**src/rtl/variable_delay_line.sv**
```systemverilog
// Run-time adjustable sample delay line for the audio path.
// Circular buffer of MAX_LEN samples; advances one step per enable strobe.
module variable_delay_line #(
  parameter int WIDTH   = 12,
  parameter int MAX_LEN = 16,
  parameter int DW      = $clog2(MAX_LEN + 1)
) (
  input  logic             clk,
  input  logic             rstn,
  input  logic             enable,
  input  logic             clear,
  input  logic [DW-1:0]    delay,
  input  logic [WIDTH-1:0] in,
  output logic [WIDTH-1:0] out,
  output logic             primed
);

  localparam int AW = $clog2(MAX_LEN);
  localparam int CW = DW + 1;
  localparam logic [DW-1:0] MAX_D   = DW'(MAX_LEN);
  localparam logic [AW-1:0] LAST_WP = AW'(MAX_LEN - 1);

  // Sample storage: no reset so it maps onto RAM.
  logic [WIDTH-1:0] mem [MAX_LEN];

  logic [AW-1:0]    wp_q, wp_d;
  logic [DW-1:0]    fill_q, fill_d;
  logic [WIDTH-1:0] out_q, out_d;
  logic             primed_q, primed_d;

  logic [DW-1:0]    d_eff;
  logic [CW-1:0]    wp_ext;
  logic [CW-1:0]    d_ext;
  logic [AW-1:0]    rd_idx;
  logic             wr_en;
  logic             hit;

  // Out-of-range delays clamp to the buffer depth.
  always_comb begin
    d_eff = (delay > MAX_D) ? MAX_D : delay;
  end

  // Wrap by conditional add rather than masking so any MAX_LEN works.
  // At d_eff == MAX_LEN the read lands on wp itself: the oldest sample.
  always_comb begin
    wp_ext = CW'(wp_q);
    d_ext  = CW'(d_eff);
    if (wp_ext >= d_ext) begin
      rd_idx = AW'(wp_ext - d_ext);
    end else begin
      rd_idx = AW'(wp_ext + CW'(MAX_LEN) - d_ext);
    end
    hit = (fill_q >= d_eff);
  end

  always_comb begin
    wp_d     = wp_q;
    fill_d   = fill_q;
    out_d    = out_q;
    primed_d = primed_q;
    wr_en    = 1'b0;
    if (clear) begin
      wp_d     = '0;
      fill_d   = '0;
      out_d    = '0;
      primed_d = 1'b0;
    end else if (enable) begin
      wr_en  = 1'b1;
      wp_d   = (wp_q == LAST_WP) ? '0 : wp_q + 1'b1;
      fill_d = (fill_q == MAX_D) ? fill_q : fill_q + 1'b1;
      if (d_eff == '0) begin
        out_d    = in;
        primed_d = 1'b1;
      end else if (hit) begin
        out_d    = mem[rd_idx];
        primed_d = 1'b1;
      end else begin
        out_d    = '0;
        primed_d = 1'b0;
      end
    end
  end

  always_ff @(posedge clk or negedge rstn) begin
    if (!rstn) begin
      wp_q     <= '0;
      fill_q   <= '0;
      out_q    <= '0;
      primed_q <= 1'b0;
    end else begin
      wp_q     <= wp_d;
      fill_q   <= fill_d;
      out_q    <= out_d;
      primed_q <= primed_d;
    end
  end

  // Read above happens from the pre-edge contents, so D == MAX_LEN sees old data.
  always_ff @(posedge clk) begin
    if (wr_en) begin
      mem[wp_q] <= in;
    end
  end

  assign out    = out_q;
  assign primed = primed_q;

endmodule
```
**config.mk**
```make
export PLATFORM = sky130hd
export DESIGN_NAME = variable_delay_line
export DESIGN_NICKNAME = d
export VERILOG_FILES = /design/src/rtl/variable_delay_line.sv
export SDC_FILE = /design/constraint.sdc
export NUM_CORES = 1
export LEC_CHECK = 0
export CAP_MARGIN = 20
export CORE_MARGIN = 2
export CORE_UTILIZATION = 55
export CTS_CLUSTER_SIZE = 8
export DETAILED_ROUTE_END_ITERATION = 6
export GPL_TIMING_DRIVEN = 0
export PLACE_DENSITY = 0.8
export SYNTH_ARGS = -nofsm -noshare
export SYNTH_HDL_FRONTEND = slang
export SYNTH_SLANG_ARGS = --single-unit
```
**constraint.sdc**
```tcl
create_clock -name clk -period 2.9 [get_ports clk]
set_input_delay 0.87 -clock clk [delete_from_list [all_inputs] [get_ports clk]]
set_output_delay 0.87 -clock clk [all_outputs]
set_load 0.1 [all_outputs]
```
==> run_results.csv, run 1 <==
group,metric,value,unit
placement,port_buffers,33,
floorplan,rows,46,
sta,fin_skew,0.0145,ns
worst_setup_path,cp.required,3.28,ns
clocking,cts_hold_buf,0,
worst_setup_path,cp_slowest_cell,"fa_2",
worst_setup_path,slowest_delay,0.62,ns
routing,top_layer,"met4",
sta,fin_crit,2.87,ns
finish,layout-drive-gt1-share,25.8,%
clocking,clockBufferDepth,3,
yosys,syn-instance-count,451,
floorplan,initial_core_util,56.0,%
yosys,ys_warn_count,0,
finish,num-fill-cells,961,
sta,setup_viol,0,
clocking,numCtsBuffers,30,
routing,first_pass_iters,5,
clocking,clk_pin_slew,0.05,ns
routing,drt_wl_total,20.0,mm
sta,worst_pin_slew,0.995,ns
placement,place_area,9590,sq um
status,status,"finished, final reports clean",
floorplan,die_area,17200,sq um
floorplan,ios,34,
global_routing,overflow,0,
worst_setup_path,path_common_cell,"buf_12",
sta,fin_crit_sh,98.9,%
routing,viasPerCell,6.22,
worst_setup_path,cp.buffers_inverters,4,
sta,fmax,349,MHz
worst_setup_path,worstSetupEndpointType,"register",
routing,drc,0,
power,finalPower,7.66,mW
finish,mostFrequentLayoutCells,"edfxtp_1 (192), mux4_2 (44), clkbuf_16 (31), clkbuf_1 (30), mux2i_1 (24)",
routing,m1WireLength,7.81,mm
power,leakage,3.79,nW
sta,fin_ws,0.0324,ns
power,ir_worst_vdd,0.573,mV
yosys,synth_cell_type_count,41,
worst_setup_path,crit_arrival,3.25,ns
power,powerDensity,712,nW/um^2
run,maxCapViolCount,0,
min_path,hold_path.class,"register to register",
yosys,seq_area_frac_synth,71.2,%
worst_setup_path,crit_family,"multiplexers",
global_routing,first_global_vias,4977,
routing,wire_per_inst,25.9,um
global_routing,grt_util_all_layers,24.6,%
yosys,syn_avg_cell_area,19.7,sq um
sta,hold_viol_final,0,
routing,dr.first_iter.drc_count,694,
clocking,htree_levels,1,
worst_setup_path,start_kind,"input pin",
worst_setup_path,crit_type,"input pin to register",
sta,slew_headroom,33.9,%
clocking,cts_tree,"built",
placement,gp_congestion,0.914,
floorplan,die_x,131,um
worst_setup_path,path_cells,"buf_6, nor2b_4, ha_4, inv_2, fa_2, buf_12, buf_12, mux4_2, mux2i_2, mux2i_1, o2bb2ai_1",
finish,instances_no_fill,774,
floorplan,design.core.area,15800,sq um
yosys,yosys_register_bits,214,
clocking,cts_sinks,214,
clocking,cts-root-buf,"clkbuf_16",
floorplan,die_h,131,um
finish,design_area,10800,sq um
finish,fin_nets,571,
yosys,syn_nets,487,
routing,dr_wl_met3,1.67,mm
finish,syn_to_final_growth,21.3,%
finish,final_util,68.0,%
placement,place_ws,-0.958,ns
global_routing,grt_max_degree,23,
placement,placed_cells,705,
worst_setup_path,critPathMaxFanout,7,
finish,layout_commonest_cell,"edfxtp_1",
routing,vias,4813,
yosys,synth_area,8870,sq um
sta,slew_violations,0,
routing,routed-wl-met2,9.93,mm
placement,post-dp-hpwl,12.1,mm
global_routing,antenna_found_initial,0,
routing,ant_nets,0,
finish,n_antenna_cell,0,
global_routing,grt_pass1_wl,30.2,mm
clocking,clock_latency,0.53,ns
-- logic make-up after synthesis --
logic type | count (synthesis) | share of synthesized area [%]
AO/OA/AOI/OAI | 38 | 2.91
flip-flops | 214 | 71.2
buffers and inverters | 29 | 1.96
XOR/XNOR | 5 | 0.889
multiplexers | 86 | 16.8
AND/OR/NAND/NOR | 64 | 4.08
adder cells (fa/ha/maj) | 15 | 2.20
-- state kept, by name, summed over array words and instances (netlist names) --
name	cells
mem	192
out	12
fill_q	5
wp_q	4
primed	1
-- synth_stat cells, drive strengths merged --
cell	n	area, sq um
or4	1	7.51
and2	1	6.26
xor3	1	25.0
fa	1	20.0
nor3b	3	22.5
a31oi	12	75.1
a21oi	7	35.0
nand2b	2	12.5
o2bb2ai	12	105
a211oi	2	15.0
inv	6	22.5
nor3	3	20.0
nand4	2	12.5
clkbuf	7	26.3
or3	1	6.26
nand3b	1	7.51
o211ai	1	7.51
nand3	2	10.0
nor4bb	1	10.0
mux4	48	1110
or3b	1	8.76
nand2	10	37.5
nor2	10	37.5
xor2	3	45.1
buf	16	125
mux2i	38	380
nor2b	15	93.8
xnor2	1	8.76
ha	14	175
dfrtp	22	551
and3	11	68.8
edfxtp	192	5770
o21ai	4	20.0
-- final timing paths --
path                           start   endpoint  slack, ns  cells after the start
min in group asynchronous       rstn     out[1]       0.61                      1
hold / removal             fill_q[4]  fill_q[4]       0.60                      2
setup reg to reg             wp_q[0]     out[0]       0.08                     10
max in group asynchronous       rstn    out[11]       1.88                      2
setup / recovery            delay[4]     out[0]       0.03                     11
hold reg to reg            fill_q[4]  fill_q[4]       0.60                      2
-- power by group --
group          internal (mW)  leakage [nW]  switching (mW)  total, mW
sequential              3.40          2.03          0.0210       3.42
combinational          0.511          1.35           0.556       1.07
clock                   1.97         0.410            1.20       3.18
total                   5.88          3.79            1.78       7.66
-- final cells by class --
cell class	count	area [sq um]	area share (%)
buffer	22	188	1.74
clock buffer	55	866	8.04
inverter	6	22.5	0.209
multi-input combinational	208	2530	23.5
sequential	214	6320	58.7
tap	216	270	2.51
timing repair buffer	53	576	5.35
-- worst min-delay path: cells and delay by family, from the launching register on --
kind          cells  cell delay, ns
xor+xnor          1            0.09
flops             1            0.40
simple gates      1            0.08
-- stage by stage --
| step | hold slack (ns) | setup TNS [ns] |
|---|---|---|
| after detailed placement | 0.599 | -71.47 |
| after global routing | 0.625 | -0.158 |
| after global placement | 0.565 | -109.90 |
| after CTS | 0.614 | 0 |
| final | 0.605 | 0 |
| after floorplan | 0.530 | -0.645 |
-- per-layer routing --
| metal | global-route usage, % | vias up |
|---|---|---|
| li1 | - | 2018 |
| met1 | 34.3 | 2462 |
| met2 | 39.5 | 284 |
| met3 | 4.11 | 49 |
| met4 | 9.64 | 0 |
| met5 | 0 | - |
-- repair_timing --
item | in CTS | in global routing
resized for setup | 49 | 21
setup endpoints to repair | 28 | 80
pin swaps | 3 | 2
gates cloned | 3 | 0
buffers inserted | 8 | 4
No activity file was read; power rests on OpenSTA's default activity.
==> run 2: changes to the inputs <==
Settings changed: HOLD_SLACK_MARGIN from default to 0.08.
==> results of run 2 <==
Final layout, timing and power as in run 1 (identical DEF).
==> run 3: changes to the inputs <==
Settings changed: SKIP_CTS_REPAIR_TIMING from default to 1.
==> run 3 against run 2 <==
The flow now finishes with violations (negative setup slack); combinational power barely moved; die area did not move; final cell count fell by 0.26%; flip-flop and latch count did not move; sequential power barely moved; clock power barely moved; design area rose by 0.41%; worst hold slack got worse by 0.0061 ns; register-to-register slack got worse by 0.12 ns; worst setup slack got worse by 0.13 ns; fmax fell by 4.3%; power fell by 0.13%.
==> run_results.csv, run 3 (synthesis gave the netlist of run 1 again) <==
group,metric,value,unit
status,status,"finished with violations",
status,violations,"negative setup slack",
routing,vias,4867,
sta,fin_crit,2.99,ns
clocking,clk_pin_slew,0.05,ns
worst_setup_path,slowest_delay,0.68,ns
finish,syn_to_final_growth,21.8,%
placement,gp_congestion,0.914,
placement,post-dp-hpwl,12.1,mm
global_routing,overflow,0,
placement,port_buffers,33,
global_routing,first_global_vias,4892,
finish,largest_register_ffs,192,
sta,worst_pin_slew,1.01,ns
finish,layout-drive-gt1-share,24.5,%
finish,num-fill-cells,940,
finish,design_area,10800,sq um
clocking,htree_levels,1,
global_routing,antenna_found_initial,0,
worst_setup_path,start_kind,"input pin",
floorplan,initial_core_util,56.0,%
sta,hold_viol_final,0,
worst_setup_path,cp.required,3.28,ns
worst_setup_path,critPathMaxFanout,7,
sta,rsz0062_at_grt,"true",
sta,fin_skew,0.00865,ns
routing,viasPerCell,6.30,
sta,slew_violations,0,
sta,fmax,334,MHz
sta,fin_crit_sh,103,%
floorplan,die_x,131,um
finish,layout_commonest_cell,"edfxtp_1",
sta,timing.hold.ws,0.598,ns
routing,drt_wl_total,20.2,mm
finish,final_util,68.3,%
floorplan,rows,46,
global_routing,grt_pass1_wl,29.0,mm
finish,n_antenna_cell,0,
power,powerDensity,708,nW/um^2
routing,wire_per_inst,26.1,um
sta,fin_ws,-0.0949,ns
worst_setup_path,path_common_cell,"mux2i_1",
finish,mostFrequentLayoutCells,"edfxtp_1 (192), mux4_2 (41), clkbuf_16 (34), clkbuf_1 (30), mux2i_1 (27)",
global_routing,grt_max_degree,23,
clocking,numCtsBuffers,30,
routing,dr.first_iter.drc_count,562,
routing,ant_nets,0,
worst_setup_path,cp_slowest_cell,"fa_2",
floorplan,die_area,17200,sq um
sta,setup_viol,10,
floorplan,design.core.area,15800,sq um
finish,regMostFlops,"mem",
routing,first_pass_iters,5,
placement,place_area,9590,sq um
worst_setup_path,path_cells,"buf_8, nor2b_4, ha_4, inv_2, fa_2, buf_12, clkbuf_16, mux4_2, mux2i_1, mux2i_1, o2bb2ai_1",
clocking,cts_sinks,214,
floorplan,die_h,131,um
sta,slew_headroom,32.6,%
run,maxCapViolCount,0,
clocking,cts_tree,"built",
worst_setup_path,crit_arrival,3.37,ns
power,finalPower,7.65,mW
clocking,clockBufferDepth,3,
global_routing,grt_util_all_layers,23.6,%
finish,fin_nets,569,
power,leakage,3.95,nW
min_path,hold_path.class,"input pin to asynchronous set/reset pin",
floorplan,ios,34,
worst_setup_path,crit_type,"input pin to register",
routing,drc,0,
power,ir_worst_vdd,0.569,mV
clocking,cts-root-buf,"clkbuf_16",
clocking,clock_latency,0.52,ns
worst_setup_path,worstSetupEndpointType,"register",
[run 3: cell types whose count changed in the layout (fill, tap and decap cells not counted)]
cell,delta
buf_12,+2
dlymetal6s2s_1,+11
mux4_1,+3
dlygate4sd2_1,-11
clkbuf_16,+3
mux2i_1,+3
mux4_2,-3
buf_6,-1
mux2i_4,-1
buf_16,-2
mux2i_2,-2
buf_4,-3
buf_8,-1
[run 3: power by group]
part	leakage [nW]	internal [mW]	switching (mW)	total, mW
combinational	1.51	0.506	0.554	1.06
clock	0.410	1.97	1.20	3.17
sequential	2.03	3.40	0.0215	3.42
[run 3: final timing paths]
| kind | startpoint | to | slack, ns | depth (start not counted) |
|---|---|---|---|---|
| setup / recovery | delay[4] | out[7] | -0.09 | 11 |
| hold / removal | rstn | out[10] | 0.60 | 1 |
| setup reg to reg | wp_q[0] | out[7] | -0.04 | 10 |
| hold reg to reg | fill_q[4] | fill_q[4] | 0.60 | 2 |
| max in group asynchronous | rstn | out[11] | 1.89 | 2 |
| min in group clk | fill_q[4] | fill_q[4] | 0.60 | 2 |
[run 3: routing by layer]
layer	track usage, %	part of all wire (%)	up-vias
met5	0	0	-
li1	-	-	2020
met1	32.4	37	2457
met4	9.51	3.6	0
met2	38.8	50	330
met3	3.34	10	60
[run 3: layout make-up]
type | instances | area [sq um] | area share (%)
inverter | 6 | 22.5 | 0.208
buffer | 23 | 213 | 1.97
sequential | 214 | 6320 | 58.4
multi-input combinational | 208 | 2520 | 23.3
timing repair buffer | 50 | 603 | 5.58
tap | 216 | 270 | 2.50
clock buffer | 55 | 866 | 8.01
[run 3: worst max-delay path: cells and delay by family]
| family | cells | cell delay, ns |
|---|---|---|
| buf+inv | 4 | 0.51 |
| fa+ha+maj | 2 | 0.84 |
| simple gates | 1 | 0.15 |
| mux | 3 | 0.84 |
| compound gates | 1 | 0.15 |
[run 3: through the flow]
step,TNS (ns),setup WS (ns),std cells
2_1_floorplan,-0.645,-0.0575,451
3_3_place_gp,-109.90,-1.43,700
3_5_place_dp,-71.47,-0.958,705
4_1_cts,-5.36,-0.471,760
5_1_grt,-0.939,-0.129,772
6_report,-0.433,-0.0949,772
